### config.mk
export PLATFORM = sky130hd
export DESIGN_NAME = timer24_ctrl
export DESIGN_NICKNAME = d
export VERILOG_FILES = /design/src/rtl/timer24_ctrl.sv
export SDC_FILE = /design/constraint.sdc
export NUM_CORES = 1
export LEC_CHECK = 0
export ABC_AREA = 1
export ABC_CLOCK_PERIOD_IN_PS = 4000
export BUFFER_PORTS_ARGS = -buffer_cell sky130_fd_sc_hd__buf_4
export CORE_MARGIN = 4
export CORE_UTILIZATION = 55
export CTS_CLUSTER_DIAMETER = 40
export DETAILED_ROUTE_END_ITERATION = 8
export MAX_ROUTING_LAYER = met4
export PLACE_DENSITY = 0.91
export SETUP_SLACK_MARGIN = 0.4
export SYNTH_ARGS = -nofsm -noshare
export SYNTH_HDL_FRONTEND = slang
export SYNTH_SLANG_ARGS = --single-unit
### constraint.sdc
create_clock -name clk -period 4 [get_ports clk]
set_clock_uncertainty 0.15 [all_clocks]
set_input_delay 0.8 -clock clk [delete_from_list [all_inputs] [get_ports clk]]
set_output_delay 0.8 -clock clk [all_outputs]
set_load 0.05 [all_outputs]
### src/rtl/timer24_ctrl.sv
// timer24_ctrl: bus-mapped sequencer for an external 24-bit counter (prescaler, one-shot/periodic, sticky match, irq).
// Optional TIMER24_TOGGLE_EN adds tog_out and the CTRL[3] TOG_CLR strobe.
module timer24_ctrl #(
  parameter int DATA_W = 24,
  parameter int PSC_W  = 8
) (
  input  logic              clk,
  input  logic              rst,
  input  logic              bus_we,
  input  logic              bus_re,
  input  logic [1:0]        bus_addr,
  input  logic [DATA_W-1:0] bus_wdata,
  output logic [DATA_W-1:0] bus_rdata,
  input  logic [DATA_W-1:0] cnt_value,
  output logic              cnt_en,
  output logic              cnt_load,
  output logic [DATA_W-1:0] cnt_load_val,
`ifdef TIMER24_TOGGLE_EN
  output logic              tog_out,
`endif
  output logic              irq
);
  typedef enum logic [1:0] {IDLE, RUN, DONE} state_t;
  state_t             state_q, state_d;
  logic               mode_q, irq_en_q, match_q, match_d;
  logic [PSC_W-1:0]   psc_val_q, psc_q, psc_d;
  logic [DATA_W-1:0]  compare_q, rdata_q, rdata_d, ctrl_rd;
  logic               ctrl_wr, cmp_wr, stat_wr, cnt_wr, run, tick, match;
  always_comb begin
    ctrl_wr = bus_we && bus_addr == 2'd0;
    cmp_wr  = bus_we && bus_addr == 2'd1;
    stat_wr = bus_we && bus_addr == 2'd2;
    cnt_wr  = bus_we && bus_addr == 2'd3;
    run     = state_q == RUN;
    tick    = run && psc_q == psc_val_q;
    // a COUNT write swallows any coincident tick or match
    match        = tick && !cnt_wr && cnt_value == compare_q;
    cnt_en       = tick && !match && !cnt_wr;
    cnt_load     = cnt_wr || match;
    cnt_load_val = cnt_wr ? bus_wdata : '0;
    state_d = run ? ((ctrl_wr && !bus_wdata[0]) ? IDLE : (match && !mode_q) ? DONE : RUN)
                  : ((ctrl_wr && bus_wdata[0]) ? RUN : state_q);
    psc_d   = (run && state_d == RUN && !tick && !cnt_wr) ? psc_q + PSC_W'(1) : '0;
    match_d = match || (match_q && !(stat_wr && bus_wdata[0]));
    ctrl_rd = '0;
    ctrl_rd[2:0] = {irq_en_q, mode_q, run};
    ctrl_rd[8+:PSC_W] = psc_val_q;
    rdata_d = !bus_re ? rdata_q :
              bus_addr == 2'd0 ? ctrl_rd :
              bus_addr == 2'd1 ? compare_q :
              bus_addr == 2'd2 ? DATA_W'({run, match_q}) : cnt_value;
  end
  always_ff @(posedge clk) begin
    if (rst) begin
      state_q   <= IDLE;
      mode_q    <= 1'b0;
      irq_en_q  <= 1'b0;
      psc_val_q <= '0;
      compare_q <= '0;
      match_q   <= 1'b0;
      psc_q     <= '0;
      rdata_q   <= '0;
    end else begin
      state_q <= state_d;
      match_q <= match_d;
      psc_q   <= psc_d;
      rdata_q <= rdata_d;
      if (ctrl_wr) begin
        mode_q    <= bus_wdata[1];
        irq_en_q  <= bus_wdata[2];
        psc_val_q <= bus_wdata[8+:PSC_W];
      end
      if (cmp_wr) compare_q <= bus_wdata;
    end
  end
`ifdef TIMER24_TOGGLE_EN
  logic tog_q, tog_d;
  always_comb tog_d = (ctrl_wr && bus_wdata[3]) ? 1'b0 : tog_q ^ match;
  always_ff @(posedge clk) tog_q <= rst ? 1'b0 : tog_d;
  assign tog_out = tog_q;
`endif
  assign bus_rdata = rdata_q;
  assign irq       = match_q && irq_en_q;
endmodule
==> Word level (Yosys, flattened, before mapping) <==
Cells that the tools add are included.
{ "op_classes": {"n_addsub": 1, "n_mul": 0, "div_mod_pow": 0, "order_cmp": 0, "eq_ne": 7, "shifts": 0, "muxes": 8, "bitwise_logic": 1, "reduce_logical": 28} }
{ "op_table": {"columns": ["operator", "count"], "rows": [
  ["$mux 24", 4],
  ["$eq 24x24->1", 1],
  ["$logic_and 1x1->1", 18],
  ["$add 8x1->8 const B", 1],
  ["$eq 8x8->1", 1],
  ["$mux 2", 4],
  ["$eq 2x1->1 const B", 3],
  ["$logic_not 1->1", 6],
  ["$eq 2x2->1 const B", 2],
  ["$logic_not 2->1", 1],
  ["$logic_or 1x1->1", 2],
  ["$reduce_or 2->1", 1],
  ["$not 1->1", 1]
]} }
{ "word_totals": {"register_bits": 69, "latchBits": 0, "ram_bits": 0, "rom_bits": 0, "inputBits": 54, "out_inout_bits": 51, "wordCells": 53, "memories": 0} }

==> Longest topological paths before layout <==
{ "logic_depth": {"depth_word": 15, "mapped_depth": 13, "ltp_nobuf": 13} }

==> Worst setup path after synthesis <==
OpenSTA, ideal clock, no wires.
{ "synth_path": {"kind": "input-to-output", "from": "input cnt_value[3]", "to": "output cnt_load", "t_arrival_ns": 2.541, "required_ns": 3.050, "path_slack_ns": 0.509, "stages": 10, "n_path_buf": 0, "path_cell_list": "inv_1 nand2_1 nand2_1 nor2_1 nand2_1 nor2_1 nand2_1 nor2_2 inv_1 o31ai_1"} }
{ "synth_via": {"elab_chain_len": 3} }
{ "synth_lines": {"columns": ["element", "line", "rtl"], "rows": [
  ["start, declared", "14", "input logic [DATA_W-1:0] cnt_value,"],
  ["$eq 24x24->1", "37", "match = tick && !cnt_wr && cnt_value == compare_q;"],
  ["$logic_and 1x1->1", "37", null],
  ["$logic_or 1x1->1", "39", "cnt_load = cnt_wr || match;"],
  ["end, declared", "16", "output logic cnt_load,"]
]} }
No other way between the ends.

==> Final worst setup path <==
{ "layout_path": {"from": "input cnt_value[15]", "to": "output cnt_load"} }
Same word-level chain as after synthesis.

==> run metrics <==
Worst Tran Pin Value=roughly 0.62 ns; Synth Area in Compound Gates=around a fifth; Pre-antenna DRT Iters=4; EDFF count, synth=0; Worst path max stage delay=0.25 ns; Synth Register Bits=between 60 and 70; CORE AREA=around 6300 um2; cell row count=29; synthesized cell area=3603 um2; r2r setup slk=2.14 ns; layout cells sized above 1=22.34%; top-area cell type share of the netlist area=between 30% and 40%; Crit path max-delay family=simple AND/OR/NAND/NOR gates; Max VDD drop=slightly above 0.0003 V; Setup crit start=cnt_value[15]; Post-CTS Resized=0; Final WS setup=between 0.8 and 0.9 ns; wire per inst=between 10 and 15 um; outcome=completed; most frequent cells after synthesis=nand2_1, inv_1, dfxtp_1; hold_buf cts=0; Syn-to-layout area delta=29.72%; syn nets=between 600 and 700; Synth Area in XOR/XNOR=2.917%; Worst Path Arrival=about 2.2 ns; DRC viols=0; Worst setup SP type=input port; sequential cell area fraction in the yosys report=between 30% and 40%; Simple-Gate Fraction of Synth Area=between 20% and 30%; largest net degree at the start of global routing=57; die area=about 7900 um2; top-level port count=approximately 110; adder-cell share of the synthesized area=0.3472%; WP buf/inv=3; Fin. Hold Viols=0; Worst Hold Endpoint=psc_q[0]$_SDFF_PP0_; RSZ-0062 raised after global routing=no; initial detailed-routing violation count=194; pre-CTS WS=about 0.89 ns; largest fanout on the critical path=3; Die H=about 89 um; Mapped Avg Cell Area=6.540 um2; Reg2Reg Depth=13; CP most frequent cell=nand2_1; initial antenna violation count=0; CTS Buf Count=9; fill count=509; GRT Total Usage=between 20% and 30%; post-DP HPWL=~7.5 mm; TritonCTS clock tree=yes; post-synthesis async set-or-reset flop share=0%; slew margin rel.=58.61%; CP required=a little over 3 ns; worst skew pair latency=between 0.3 and 0.4 ns; unique cell type count in the Yosys netlist=29; crit path cell chain=buf_4 > nand2_1 > nand2_1 > nor2_1 > nand2_1 > nor2_1 > nand2_1 > nor2_2 > inv_1 > o31ai_1 > buf_4; Max Transition Viols Final=0; Multi-input gate area=1713 um2; H-tree depth=3; worst min-delay path startpoint=psc_q[0]$_SDFF_PP0_; global-route wire length before repair=between 15 and 20 mm; NumNets Final=roughly 700; WS Path Type=input port to output pin; Hold/Removal Path Class=flop to flop; cell accounting for the most synthesized area=dfxtp_1; R2R Path Start=compare_q[15]$_SDFFE_PP0P_; Post-CTS Setup Inserts=0; Mapped Cells=551; top-count cell post-synth=nand2_1; Vias/cell=about 5.4; Port Buffers=between 100 and 150; initial cell density of the core=56.75%; CTS Buffer Depth=2; Total Wirelength=between 10 and 15 mm; fin crit share=79.08%; CTS sink cnt=69; fmax=~320 MHz; GPL Wtd Cong=around 0.9; mux contribution to synthesized area=0%; Hold Path Cell Cnt=1; vias in the first global route=~3900; main combinational cell family by area after synthesis=simple AND/OR/NAND/NOR gates; max-cap viol count=0; DRT antenna net count=0; PwrDens=393.7 nW/um2; highest-delay cell along the critical path=buf_4; top cells by area, synth=dfxtp_1, nand2_1, inv_1; CTS root buffer=clkbuf_8; Worst-path clk slew=roughly 0.080 ns; Ys Warns=0; GRT overflow=0; Via Count=about 3900; Final setup viols=0; register area=approximately 1400 um2; Pleak=2.289 nW; Main synth FF type=dfxtp_1; Crit. End Element=output pin; ant diodes=0; Tmin final=3.163 ns; sum of negative setup slack=0 ns; Reg-to-Reg End=psc_q[6]$_SDFF_PP0_; Die X=just under 90 um
kinds of logic (layout without fill, tap and decap cells):
group                    after synthesis  after routing
XOR/XNOR                              12             12
AO/OA/AOI/OAI                        138            138
buffers and inverters                133            231
flip-flops                            69             69
adder cells (fa/ha/maj)                1              1
AND/OR/NAND/NOR                      198            198
sequential cells by signal, indices dropped and copies added (netlist names):
name,cells
psc_val_q,8
bus_rdata,24
state_q,2
mode_q,1
match_q,1
irq_en_q,1
psc_q,8
compare_q,24
placed cells by master, fill, tap and decap left out, types with 2 or more instances in the layout:
master / synthesis / layout
buf_4: 0 / 108
nand2_1: 101 / 101
inv_1: 98 / 98
dfxtp_1: 69 / 69
nor2_1: 66 / 66
o21ai_0: 64 / 64
a21oi_1: 47 / 47
nand3_1: 18 / 18
o221ai_1: 13 / 13
clkbuf_8: 0 / 10
inv_2: 9 / 9
xor2_1: 7 / 7
a31oi_1: 7 / 7
xnor2_1: 5 / 5
nor2_2: 4 / 4
bufinv_16: 0 / 4
nor2_4: 2 / 2
nand3_2: 2 / 2
o31ai_1: 2 / 2
o22ai_1: 2 / 2
area by class of cell:
cell class / instances / share of cell area (%)
Multi-Input combinational cell: 349 / 36.64
Sequential cell: 69 / 29.55
Timing Repair Buffer: 108 / 17.34
Inverter: 107 / 8.592
Clock buffer: 10 / 2.944
Clock inverter: 6 / 2.864
Tap cell: 77 / 2.061
stage by stage:
step	total power, mW	hold WS, ns	utilization [%]	instances	cell area, um2
2_1_floorplan	0.9606	0.2911	-	551	3603
3_3_place_gp	1.074	0.3120	69.34	710	4403
3_5_place_dp	1.083	0.3123	69.34	710	4403
4_1_cts	1.843	0.3275	73.62	726	4674
5_1_grt	1.909	0.3513	73.62	726	4674
6_report	1.840	0.3251	73.62	726	4674
routing by layer:
metal,global-route usage (%),routed length [um]
met1,33.66,4138
met2,48.58,5305
met3,5.346,968
met4,15.83,306
met5,-,0
power breakdown:
group | internal (mW) | switching (mW) | total [mW]
Clock | 0.494 | 0.273 | 0.767
Combinational | 0.113 | 0.217 | 0.330
Sequential | 0.720 | 0.0227 | 0.743
Total | 1.33 | 0.513 | 1.84
worst max path at each step:
| stage | endpoint | slack (ns) | cells after the start |
|---|---|---|---|
| 2_1_floorplan | cnt_load | 0.51 | 10 |
| 3_3_place_gp | cnt_load | 0.89 | 12 |
| 3_5_place_dp | cnt_load | 0.89 | 11 |
| 4_1_cts | cnt_load | 0.86 | 11 |
| 5_1_grt | cnt_load | 0.72 | 12 |
| 6_report | cnt_load | 0.84 | 11 |
No activity file was read; power rests on OpenSTA's default activity.
